$ cat config.mk
export PLATFORM = sky130hd
export DESIGN_NAME = quad_decoder_flat
export DESIGN_NICKNAME = d
export VERILOG_FILES = /design/src/rtl/quad_decoder_if.sv /design/src/rtl/quad_decoder.sv /design/src/flat_wrapper.sv
export SDC_FILE = /design/constraint.sdc
export NUM_CORES = 1
export LEC_CHECK = 0
export ABC_AREA = 1
export BUFFER_PORTS_ARGS = -buffer_cell sky130_fd_sc_hd__buf_4
export CAP_MARGIN = 20
export CORE_UTILIZATION = 25
export CTS_CLUSTER_SIZE = 12
export DETAILED_ROUTE_END_ITERATION = 16
export GPL_TIMING_DRIVEN = 1
export PLACE_DENSITY = 0.39
export SLEW_MARGIN = 5
export SYNTH_ARGS = -nofsm -noshare
export SYNTH_HDL_FRONTEND = slang
export SYNTH_SLANG_ARGS = --single-unit
$ cat constraint.sdc
create_clock -name clk -period 2.75 [get_ports clk]
set_input_delay 0.6875 -clock clk [delete_from_list [all_inputs] [get_ports clk]]
set_output_delay 0.6875 -clock clk [all_outputs]
set_load 0.1 [all_outputs]
$ cat src/rtl/quad_decoder_if.sv
// quad_decoder_if: encoder inputs, clear and decoded step/position outputs of quad_decoder
interface quad_decoder_if #(parameter int CNT_W = 8);
  logic             a_in;
  logic             b_in;
  logic             clr;
  logic             step;
  logic             dir;
  logic [CNT_W-1:0] pos;
  logic             err;
  logic [7:0]       err_cnt;
  modport master (output a_in, b_in, clr, input step, dir, pos, err, err_cnt);
  modport slave  (input a_in, b_in, clr, output step, dir, pos, err, err_cnt);
endinterface

$ cat src/rtl/quad_decoder.sv
// quad_decoder: quadrature encoder decoder with wrapping position count; optional glitch filter via QDEC_FILTER_EN
module quad_decoder #(
  parameter int CNT_W    = 8,
  parameter int FILT_LEN = 3
) (
  input logic           clk,
  input logic           rst,
  quad_decoder_if.slave bus
);
  typedef enum logic {PRIME, RUN} state_t;
  state_t           r_state;
  logic [1:0]       r_sync1, r_sync2, r_prv;
  logic [2:0]       r_fill;
  logic             r_step, r_dir, r_err;
  logic [CNT_W-1:0] r_pos;
  logic [7:0]       r_err_cnt;
  logic [1:0]       w_cur, w_pi, w_ci, w_d;
  if (FILT_LEN < 1 || FILT_LEN > 15) begin : g_bad_filt_len
    $error("FILT_LEN must be 1..15");
  end
`ifdef QDEC_FILTER_EN
  logic [1:0] r_flt;
  logic [3:0] r_fcnt [2];
  // per-channel stability counter: a new level is accepted after FILT_LEN consecutive differing cycles
  always_ff @(posedge clk) begin
    if (!rst) begin
      r_flt <= '0;
      for (int i = 0; i < 2; i++) r_fcnt[i] <= '0;
    end else begin
      for (int i = 0; i < 2; i++) begin
        if (r_state == PRIME || r_sync2[i] == r_flt[i]) begin
          r_flt[i]  <= r_sync2[i];
          r_fcnt[i] <= '0;
        end else if (r_fcnt[i] == 4'(FILT_LEN - 1)) begin
          r_flt[i]  <= r_sync2[i];
          r_fcnt[i] <= '0;
        end else begin
          r_fcnt[i] <= r_fcnt[i] + 4'd1;
        end
      end
    end
  end
  assign w_cur = r_flt;
`else
  assign w_cur = r_sync2;
`endif
  // Gray state {A,B} mapped to a 0..3 phase; the phase delta gives up(1), down(3), illegal(2)
  assign w_pi = {r_prv[0], ^r_prv};
  assign w_ci = {w_cur[0], ^w_cur};
  assign w_d  = w_ci - w_pi;
  // synchronizer, priming FSM and decode; PRIME is held until the input pipeline carries real samples
  always_ff @(posedge clk) begin
    if (!rst) begin
      r_sync1   <= '0;
      r_sync2   <= '0;
      r_fill    <= '0;
      r_prv     <= '0;
      r_state   <= PRIME;
      r_step    <= 1'b0;
      r_dir     <= 1'b0;
      r_err     <= 1'b0;
      r_pos     <= '0;
      r_err_cnt <= '0;
    end else begin
      r_sync1 <= {bus.a_in, bus.b_in};
      r_sync2 <= r_sync1;
      r_fill  <= {r_fill[1:0], 1'b1};
      r_prv   <= w_cur;
      r_step  <= 1'b0;
      r_err   <= 1'b0;
      if (r_state == PRIME) begin
        if (r_fill[2]) r_state <= RUN;
      end else if (w_d == 2'd1 || w_d == 2'd3) begin
        r_step <= 1'b1;
        r_dir  <= w_d == 2'd1;
        r_pos  <= w_d == 2'd1 ? r_pos + 1'b1 : r_pos - 1'b1;
      end else if (w_d == 2'd2) begin
        r_err <= 1'b1;
        if (r_err_cnt != 8'hFF) r_err_cnt <= r_err_cnt + 8'd1;
      end
      if (bus.clr) r_pos <= '0;
    end
  end
  assign bus.step    = r_step;
  assign bus.dir     = r_dir;
  assign bus.pos     = r_pos;
  assign bus.err     = r_err;
  assign bus.err_cnt = r_err_cnt;
endmodule

$ cat src/flat_wrapper.sv
// flat-port wrapper written by rule: the top's interface ports become plain ports
module quad_decoder_flat 
#(
  parameter int CNT_W    = 8,
  parameter int FILT_LEN = 3
)
  (clk, rst, bus_a_in, bus_b_in, bus_clr, bus_step, bus_dir, bus_pos, bus_err, bus_err_cnt);
  quad_decoder_if #(.CNT_W(CNT_W)) bus_i ();
  input logic clk;
  input logic rst;
  input wire logic [$bits(bus_i.a_in)-1:0] bus_a_in;
  input wire logic [$bits(bus_i.b_in)-1:0] bus_b_in;
  input wire logic [$bits(bus_i.clr)-1:0] bus_clr;
  output wire logic [$bits(bus_i.step)-1:0] bus_step;
  output wire logic [$bits(bus_i.dir)-1:0] bus_dir;
  output wire logic [$bits(bus_i.pos)-1:0] bus_pos;
  output wire logic [$bits(bus_i.err)-1:0] bus_err;
  output wire logic [$bits(bus_i.err_cnt)-1:0] bus_err_cnt;
  assign bus_i.a_in = bus_a_in;
  assign bus_i.b_in = bus_b_in;
  assign bus_i.clr = bus_clr;
  assign bus_step = bus_i.step;
  assign bus_dir = bus_i.dir;
  assign bus_pos = bus_i.pos;
  assign bus_err = bus_i.err;
  assign bus_err_cnt = bus_i.err_cnt;
  quad_decoder #(.CNT_W(CNT_W), .FILT_LEN(FILT_LEN)) u_core (.clk(clk), .rst(rst), .bus(bus_i));
endmodule
## Word-level counts from Yosys, hierarchy flattened

Index checks and enable logic that the tools add are counted.

- Flip-flop bits (word level): 29
- Bits in latches: 0
- RAM bits: 0
- Bits in read-only memories: 0
- Input bits: 5
- Output and inout port bits: 19
- Logic and storage cells: 36
- Memories: 0

- Add/subtract/negate cells: 4
- Multipliers: 0
- Divide/modulo/power cells: 0
- $lt $le $gt $ge: 0
- Equal/unequal tests: 4
- Shift-type cells: 0
- Mux-type cells: 6
- Bitwise operators: 3
- Reduce and logical (&&, ||, !) cells: 8

Operators with widths:

| cell | number |
|---|---|
| 8-bit by 1-bit adder with 8-bit output, second input constant | 2 |
| 8-bit 2-to-1 mux | 1 |
| 8-bit inequality test, second input constant | 1 |
| 8-bit by 1-bit subtractor with 8-bit output, second input constant | 1 |
| 1-bit 2-to-1 mux | 5 |
| 2-bit == test, second input constant | 2 |
| 2-bit AND reduction | 2 |
| 4-bit AND reduction | 1 |
| 2-bit XOR reduction | 2 |
| 1-bit inverter | 3 |
| 3-bit OR reduction | 1 |
| 2-bit by 1-bit == test with 1-bit output, second input constant | 1 |
| 2-bit OR reduction | 1 |
| 2-bit subtractor | 1 |
| 1-bit logical OR | 1 |

## Depth between registers and ports, before layout

Gate-level depths: netlist (run 1).

- Depth in word-level cells: 6
- Gate-level depth with buffers: 15
- Mapped depth without buffers: 15

## Least setup slack after synthesis (run 1)

Ideal clock, no wire load.

- Path kind: register -> register
- Start point: reg u_core.r_prv[0]
- End point: reg u_core.r_pos[5], in the netlist u_core.bus.pos[5]
- Library setup time: 109 ps
- Arrival time: 2,222 ps
- Data required time: 2,641 ps
- Path slack: 419 ps
- Cell stages (with the launch flop): 14
- Path buffers: 0
- Period minus slack after synthesis: 2,331 ps
- Cells stage by stage: dfxtp_1 -> xor2_1 -> ha_1 -> inv_1 -> nand3_1 -> ha_1 -> or2_2 -> nand2_1 -> nor2_1 -> nor2_1 -> xor2_1 -> nand2_1 -> nand2_1 -> inv_1

- Cells in the longest elaborated chain, start to end: 5
- Elaborated cells between the ends (all ways): 7
- Those cells by class: 1 x add/sub; 2 x eq/ne; 1 x mux; 3 x reduce/logical

RTL lines:

| item | line | source |
|---|---|---|
| start, declared | quad_decoder.sv:12 | `logic [1:0] r_sync1, r_sync2, r_prv;` |
| start signal, assigned | quad_decoder.sv:68 | `r_prv <= w_cur;` |
| 2-bit XOR reduction | quad_decoder.sv:48 | `assign w_pi = {r_prv[0], ^r_prv};` |
| 2-bit subtractor * | quad_decoder.sv:50 | `assign w_d = w_ci - w_pi;` |
| 2-bit by 1-bit == test with 1-bit output / 2-bit == test (equally long branches) | quad_decoder.sv:73, quad_decoder.sv:76 |  |
| 1-bit logical OR | quad_decoder.sv:73 | `end else if (w_d == 2'd1 \|\| w_d == 2'd3) begin` |
| 2-bit AND reduction (no line) | n/a |  |
| end signal, assigned | quad_decoder.sv:76 | `r_pos <= w_d == 2'd1 ? r_pos + 1'b1 : r_pos - 1'b1;` |
| end, declared | quad_decoder.sv:15 | `logic [CNT_W-1:0] r_pos;` |

Mark *: on every way between the ends. The rest lies on a longest branch, timed or not.
A chain may end at the register's enable or synchronous reset.

## Worst setup path after layout (run 1)

- Start point: reg u_core.r_prv[0]
- End point: reg u_core.r_pos[4], in the netlist u_core.bus.pos[4]

Same word-level chain as after synthesis.

==> run metrics, run 1 <==
DRT antenna net count=0; initial drt markers=47; CTS tree=yes; first-pass GRT wire length=5.71 mm; DRC errors left=0; Pleak=0.942 nW; fin nets=245; number of max-cap violations=0; overall power=roughly 950 uW; GR Overflow Total=0; #FFs+latches synth=29; layout cell share with drive strength beyond 1=0.194; final WL=3.16 mm; Power Density=about 510 nW/um2; post-CTS setup buffer count=0; RSZ-0062 raised after global routing=false; fmax=418 MHz; total clock buffers created by CTS=5; vias=1253; Filler cells=639; Synth area leaders=dfxtp_1, nand2_1, inv_1; initial antenna violation count=0; Synth Flop Type=dfxtp_1; post-synthesis cell type count=24; WP buf/inv=4; cell taking the most area after synthesis=dfxtp_1; ys async rst share=0; largest net degree at the start of global routing=16; GPL Wtd Cong=0.757; element type at the critical path end=flop; fin area=approximately 1900 um2; die width=79.0 um; crit-path cells=xor2_1 -> ha_1 -> inv_1 -> nand2_1 -> nand3_2 -> buf_4 -> ha_1 -> nand3_1 -> nand2_1 -> inv_1 -> or2_2 -> nand3_1 -> o211ai_1 -> inv_1; P_int=699 uW; starting density of the core=0.264; # diodes=0; number of synthesized flops with an enable pin=0; Final setup viols=0; IO buf count=23; synth warn=0; Slew Limit Fails=0; GR Util All Layers=0.118; dpl ws=0.280 ns; placed standard-cell area=roughly 1800 um2; crit share post-route=0.870; worst slew pin tran=around 0.4 ns; depth of the CTS H-tree=2; power share of the sequential group=0.455; WP data required=2.97 ns; Slew HR=0.734; Row Count=27; post-synthesis cell area=1480 um2; deepest clock path buffer count=2; CP Launch Type=flop; combinational share of power=0.134; most used cell, CP=inv_1; Worst path max stage delay=0.38 ns; setup tns final=0 ns; kind of critical path=reg2reg; critical path's top delay family=simple AND/OR/NAND/NOR gates; CP Max Fanout=5; Worst Path Arrival=roughly 2.6 ns; drt first pass iters=4; Psw=256 uW; drt via density=around 4; Area Growth Syn to Fin=25.2%; outcome=complete, no violations; root buf cell=clkbuf_8; register area share after synthesis=0.392; area of the die=6240 um2; most instantiated cells after synthesis=nand2_1, inv_1, dfxtp_1; Worst Clk Skew=between 0.008 and 0.009 ns; clock share of power=0.411; most frequent cell after synthesis=nand2_1; Core Footprint=5610 um2; # clock sinks=29; DP HPWL=~2.4 mm; maximum VDD drop=roughly 260 uV; vias in the first global route=1208; Min Clock Period, post-route=2.39 ns; Chip Height=a little under 80 um; Syn Inst Count=201; Crit-path slowest cell=dfxtp_1; Mapped Nets=215; Final Hold Fails=0; Worst-Skew Late Latency=0.28 ns; final worst slack=0.358 ns; drt wl/cell=10.4 um; Mapped Avg Cell Area=7.38 um2; worst hold path class=reg2reg; Sw Ratio=0.268; top cell type's share of synthesized area=0.392; I/O pin count=24; Clk pin slew, worst setup/hold paths=around 0.07 ns
==> what timing repair did <==
item | in CTS | in global routing
resized for setup | 0 | 1
hold buffers | 0 | 0
endpoints found under the setup margin | 0 | 1
==> path summary, 6_finish.rpt <==
check	from	slack [ns]	depth (start not counted)	end
setup / recovery	u_core.r_prv[0]	0.36	14	u_core.bus.pos[4]
hold / removal	u_core.r_fill[1]	0.41	2	u_core.r_fill[2]
setup reg to reg	u_core.r_prv[0]	0.36	14	u_core.bus.pos[4]
hold reg to reg	u_core.r_fill[1]	0.41	2	u_core.r_fill[2]
==> power groups by stage <==
stage | logic [mW] | registers [mW] | clock network (mW)
3_5_place_dp | 0.128 | 0.444 | 0
3_3_place_gp | 0.130 | 0.444 | 0
4_1_cts | 0.129 | 0.434 | 0.411
2_1_floorplan | 0.0792 | 0.463 | 0
6_report | 0.128 | 0.434 | 0.392
5_1_grt | 0.147 | 0.435 | 0.434
==> metrics by stage <==
step | cells | util | hold slack [ns]
finish | 304 | 0.331 | 0.406
detailed placement | 296 | 0.312 | 0.398
global route | 304 | 0.331 | 0.429
global placement | 296 | 0.312 | 0.395
floorplan | 201 | - | 0.390
CTS | 304 | 0.330 | 0.415
==> state kept, by name (all words and copies together), names as in the netlist <==
signal / count
u_core.bus.err_cnt: 8
u_core.bus.err: 1
u_core.bus.dir: 1
u_core.r_sync1: 2
u_core.r_sync2: 2
u_core.bus.step: 1
u_core.r_prv: 2
u_core.r_state: 1
u_core.r_fill: 3
u_core.bus.pos: 8
==> tightest hold or removal path: stages (launching register included) <==
cell and delay (ns):
dfxtp_1 0.31, nand2_1 0.05, inv_1 0.04
==> kinds of logic after synthesis <==
family	share of synthesized area
XOR/XNOR	0.0473
buffers and inverters	0.0954
AO/OA/AOI/OAI	0.0911
flip-flops	0.392
adder cells (fa/ha/maj)	0.0810
AND/OR/NAND/NOR	0.294
==> layer usage <==
metal	track usage	vias up	routed length, um
met3	0.0356	2	101
met5	0	-	0
met4	0.0382	0	27
met2	0.173	14	1360
met1	0.163	544	1670
li1	-	693	-
==> final cells by class <==
type	instances	area, um2	share of cell area
timing repair buffer	25	188	0.101
multi-input combinational	135	766	0.412
inverter	35	131	0.0708
clock inverter	1	5.00	0.00270
clock buffer	7	96.3	0.0519
sequential	29	581	0.313
tap	72	90.1	0.0485
==> layout by cell type (no fill, tap or decap) <==
cell	synthesis	routed
nor2_8	1	1
dfxtp_1	29	29
clkinv_2	0	1
buf_4	0	25
o211ai_1	1	1
nand2_4	2	2
nor2_1	21	21
nand3_2	0	1
or2_2	2	2
o21ai_0	7	7
nand3_1	16	15
a31oi_1	2	2
nor3_1	4	4
xnor2_1	4	4
nand2_1	42	42
a21oi_1	11	11
inv_1	35	35
ha_1	8	8
clkbuf_8	0	7
and3_1	1	1
o21ai_2	2	2
o21bai_1	1	1
fa_1	1	1
nand2_2	3	3
xor2_1	4	4
nand4_2	1	1
nand4_1	1	1
(Power assumes the default switching activity.)
==> run 2: changes to the inputs <==
Settings changed: PLACE_DENSITY 0.39 to not set.
==> run metrics, run 2 (synthesis gave the netlist of run 1 again) <==
Cell Count Post-Placement=295; fin area=1850 um2; drt first pass iters=5; Core Footprint=5610 um2; setup tns final=0 ns; deepest clock path buffer count=2; element type at the critical path end=flop; DP HPWL=around 2.2 mm; Worst-Skew Late Latency=0.27 ns; DRC errors left=0; worst hold path class=reg2reg; depth of the CTS H-tree=2; FF-to-FF End=u_core.bus.pos[5]; WP data required=2.92 ns; GR Overflow Total=0; most common cell after layout, fill and taps aside=nand2_1; first-pass GRT wire length=4.64 mm; # diodes=0; CP Launch Type=flop; outcome=complete, no violations; reg2reg setup slack=around 0.32 ns; area of the multi-input gates=about 770 um2; RSZ-0062 raised after global routing=false; Clk pin slew, worst setup/hold paths=0.07 ns; Area Growth Syn to Fin=24.9%; number of max-cap violations=0; post-CTS setup buffer count=0; Hold Path End=u_core.r_fill[2]; die width=79.0 um; Sequential Area=roughly 580 um2; root buf cell=clkbuf_8; Slew Limit Fails=0; Non-Filler Instances=302; vias in the first global route=1088; Min-Delay Path Depth=2; area of the die=between 6000 and 7000 um2; vias=between 1000 and 1500; total clock buffers created by CTS=5; layout cell share with drive strength beyond 1=0.187; I/O pin count=24; Power Density=526 nW/um2; GR Util All Layers=0.0952; Final setup viols=0; min-delay src=u_core.r_fill[1]; Reg-to-Reg Start=u_core.r_prv[0]; fin nets=244; placed standard-cell area=approximately 1700 um2; Pleak=0.937 nW; # clock sinks=29; drt wl/cell=9.42 um; Reg2Reg Depth=13; GPL Wtd Cong=0.861; kind of critical path=reg2reg; Slew HR=0.725; crit share post-route=0.885; Final Hold Fails=0; Chip Height=roughly 79 um; initial antenna violation count=0; initial drt markers=56; fmax=411 MHz; worst slew pin tran=0.411 ns; dpl ws=between 0.15 and 0.2 ns; Worst Clk Skew=roughly 0.008 ns; Filler cells=629; starting density of the core=0.264; drt via density=4.17; final WL=2.85 mm; Worst Path Arrival=2.61 ns; maximum VDD drop=around 190 uV; Row Count=27; final worst slack=0.317 ns; CP Max Fanout=8; most frequent cells in the layout=nand2_1, inv_1, dfxtp_1; Core Util, Final=0.330; CP startpoint=u_core.r_prv[0]; CTS tree=yes; Hold WS=0.405 ns; overall power=974 uW; largest net degree at the start of global routing=16; IO buf count=23; DRT antenna net count=0; Min Clock Period, post-route=2.43 ns
-- run 2: changes by cell type in the layout (fill, tap and decap cells not counted), sizes merged --
| cell | change |
|---|---|
| buf | -1 |
| clkbuf | -2 |
| bufinv | +1 |
-- run 2: repair_timing --
action / in CTS / in global routing
hold buffers: 0 / 0
endpoints found under the setup margin: 0 / 1
gates resized for setup: 0 / 1
-- run 2: worst max-delay path: stages, from the launching register on --
cell	delay, ns
dfxtp_1	0.37
xor2_1	0.16
ha_1	0.27
inv_1	0.10
nand3_2	0.19
ha_1	0.37
or2_2	0.28
nand2_1	0.12
nor2_1	0.05
nor2_1	0.11
xor2_1	0.15
nand2_1	0.06
nand2_1	0.06
inv_1	0.03
-- run 2: per-layer routing --
metal	global-route usage	vias to the layer above	part of all wire
li1	-	690	-
met1	0.118	547	0.51
met2	0.151	19	0.43
met3	0.0391	2	0.053
met4	0.0273	0	0.0049
met5	0	-	0
-- run 2: final cells by class --
class	count	share of cell area
clock inverters	2	0.0189
clock buffers	5	0.0372
inverters	35	0.0709
flip-flops and latches	29	0.314
repair buffers	24	0.0973
well taps	72	0.0486
multi-input cells	135	0.414
-- run 2: power by group --
group / switching [mW] / total (mW) / internal [mW]
Combinational: 0.0834 / 0.125 / 0.0417
Sequential: 0.00508 / 0.434 / 0.429
Clock: 0.152 / 0.414 / 0.263
-- run 2: worst max-delay path by stage --
stage	end	depth (start not counted)
floorplan	u_core.bus.pos[5]	13
global placement	u_core.bus.pos[5]	13
detailed placement	u_core.bus.pos[5]	13
CTS	u_core.bus.pos[5]	13
global route	u_core.bus.pos[5]	13
finish	u_core.bus.pos[5]	13
==> run 3: changes to the inputs <==
Settings changed: CTS_BUF_LIST set to sky130_fd_sc_hd__clkbuf_16.
==> run metrics, run 3 (synthesis gave the netlist of run 1 again) <==
vias in the first global route=1097; total clock buffers created by CTS=5; DRC errors left=0; Psw=~270 uW; fin nets=244; Worst Clk Skew=about 0.0066 ns; Worst Path Arrival=2.60 ns; vias=1264; Area Growth Syn to Fin=28.7%; worst hold path class=reg2reg; Filler cells=between 600 and 700; reg2reg setup slack=0.32 ns; crit-path cells=xor2_1 -> ha_1 -> inv_1 -> nand3_2 -> ha_1 -> or2_2 -> nand2_1 -> nor2_1 -> nor2_1 -> xor2_1 -> nand2_1 -> nand2_1 -> inv_1; initial antenna violation count=0; Final Hold Fails=0; Min Clock Period, post-route=2.43 ns; Non-Filler Instances=302; deepest clock path buffer count=2; GR Util All Layers=0.0994; Row Count=27; fmax=411 MHz; combinational share of power=0.108; CP Launch Type=flop; post-CTS setup buffer count=0; layout cell share with drive strength beyond 1=0.187; initial drt markers=50; Post-CTS Resized=0; fin area=1910 um2; cts hold-fix bufs=0; Core Footprint=approximately 5600 um2; GPL Wtd Cong=0.861; WP data required=just under 3 ns; Final setup viols=0; DRT antenna net count=0; IO buf count=23; Pleak=around 0.96 nW; most common cell after layout, fill and taps aside=nand2_1; element type at the critical path end=flop; CP Max Fanout=8; GR Overflow Total=0; power share of the sequential group=0.376; outcome=complete, no violations; Slew Limit Fails=0; # clock sinks=29; drt first pass iters=6; Worst path max stage delay=about 0.37 ns; first-pass GRT wire length=about 4.7 mm; CTS tree=yes; depth of the CTS H-tree=2; Clk pin slew, worst setup/hold paths=0.05 ns; worst slew pin tran=0.411 ns; crit share post-route=0.884; number of max-cap violations=0; drt wl/cell=9.59 um; I/O pin count=24; drt via density=~4.2; clock share of power=0.516; final worst slack=roughly 0.32 ns; Chip Height=79.0 um; # diodes=0; Power Density=607 nW/um2; WP buf/inv=2; Worst-Skew Late Latency=0.27 ns; DP HPWL=2.17 mm; critical path's top delay family=simple AND/OR/NAND/NOR gates; RSZ-0062 raised after global routing=false; most used cell, CP=nand2_1; dpl ws=0.177 ns; Slew HR=0.725; die width=79.0 um; starting density of the core=0.264; placed standard-cell area=1740 um2; P_int=891 uW; overall power=approximately 1.2 mW; final WL=2.90 mm; Cell Count Post-Placement=295; setup tns final=0 ns; largest net degree at the start of global routing=16; area of the die=6240 um2; root buf cell=clkbuf_16; most frequent cells in the layout=nand2_1, inv_1, dfxtp_1; Crit-path slowest cell=dfxtp_1; Sw Ratio=0.231; maximum VDD drop=about 300 uV; kind of critical path=reg2reg
==> run 3: cell counts in the layout (fill, tap and decap cells not counted) <==
Identical to the previous run, type by type.
==> run 3: power groups by stage <==
stage | registers [mW] | logic, mW | clock network, mW
after floorplan | 0.463 | 0.0792 | 0
after global placement | 0.444 | 0.122 | 0
after detailed placement | 0.444 | 0.124 | 0
after CTS | 0.435 | 0.125 | 0.610
after global routing | 0.436 | 0.140 | 0.630
final | 0.435 | 0.126 | 0.597
==> run 3: final cells by class <==
type	count	area [um2]	area share
tap	72	90.1	0.0472
inverter	35	131	0.0689
sequential	29	581	0.304
clock buffer	5	125	0.0656
multi-input combinational	135	766	0.401
clock inverter	2	35.0	0.0184
timing repair buffer	24	180	0.0944
==> run 3: final timing paths <==
check	cells past startpoint	start	to
min reg2reg	2	u_core.r_fill[1]	u_core.r_fill[2]
max	13	u_core.r_prv[0]	u_core.bus.pos[5]
min	2	u_core.r_fill[1]	u_core.r_fill[2]
max reg2reg	13	u_core.r_prv[0]	u_core.bus.pos[5]
==> run 3: tightest hold or removal path, stage by stage (launching register included) <==
cell     delay, ns
dfxtp_1       0.30
nand2_1       0.04
inv_1         0.04
==> run 3: through the flow <==
step	utilization	hold WS, ns
after floorplan	-	0.390
after CTS	0.339	0.409
final	0.340	0.405
after global routing	0.340	0.431
after detailed placement	0.311	0.399
after global placement	0.311	0.393
==> run 3: routing by layer <==
metal / vias to the layer above / track usage / wire length, um
met5: - / 0 / 0
met1: 551 / 0.120 / 1460
li1: 689 / - / -
met2: 18 / 0.153 / 1230
met3: 6 / 0.0460 / 157
met4: 0 / 0.0382 / 42
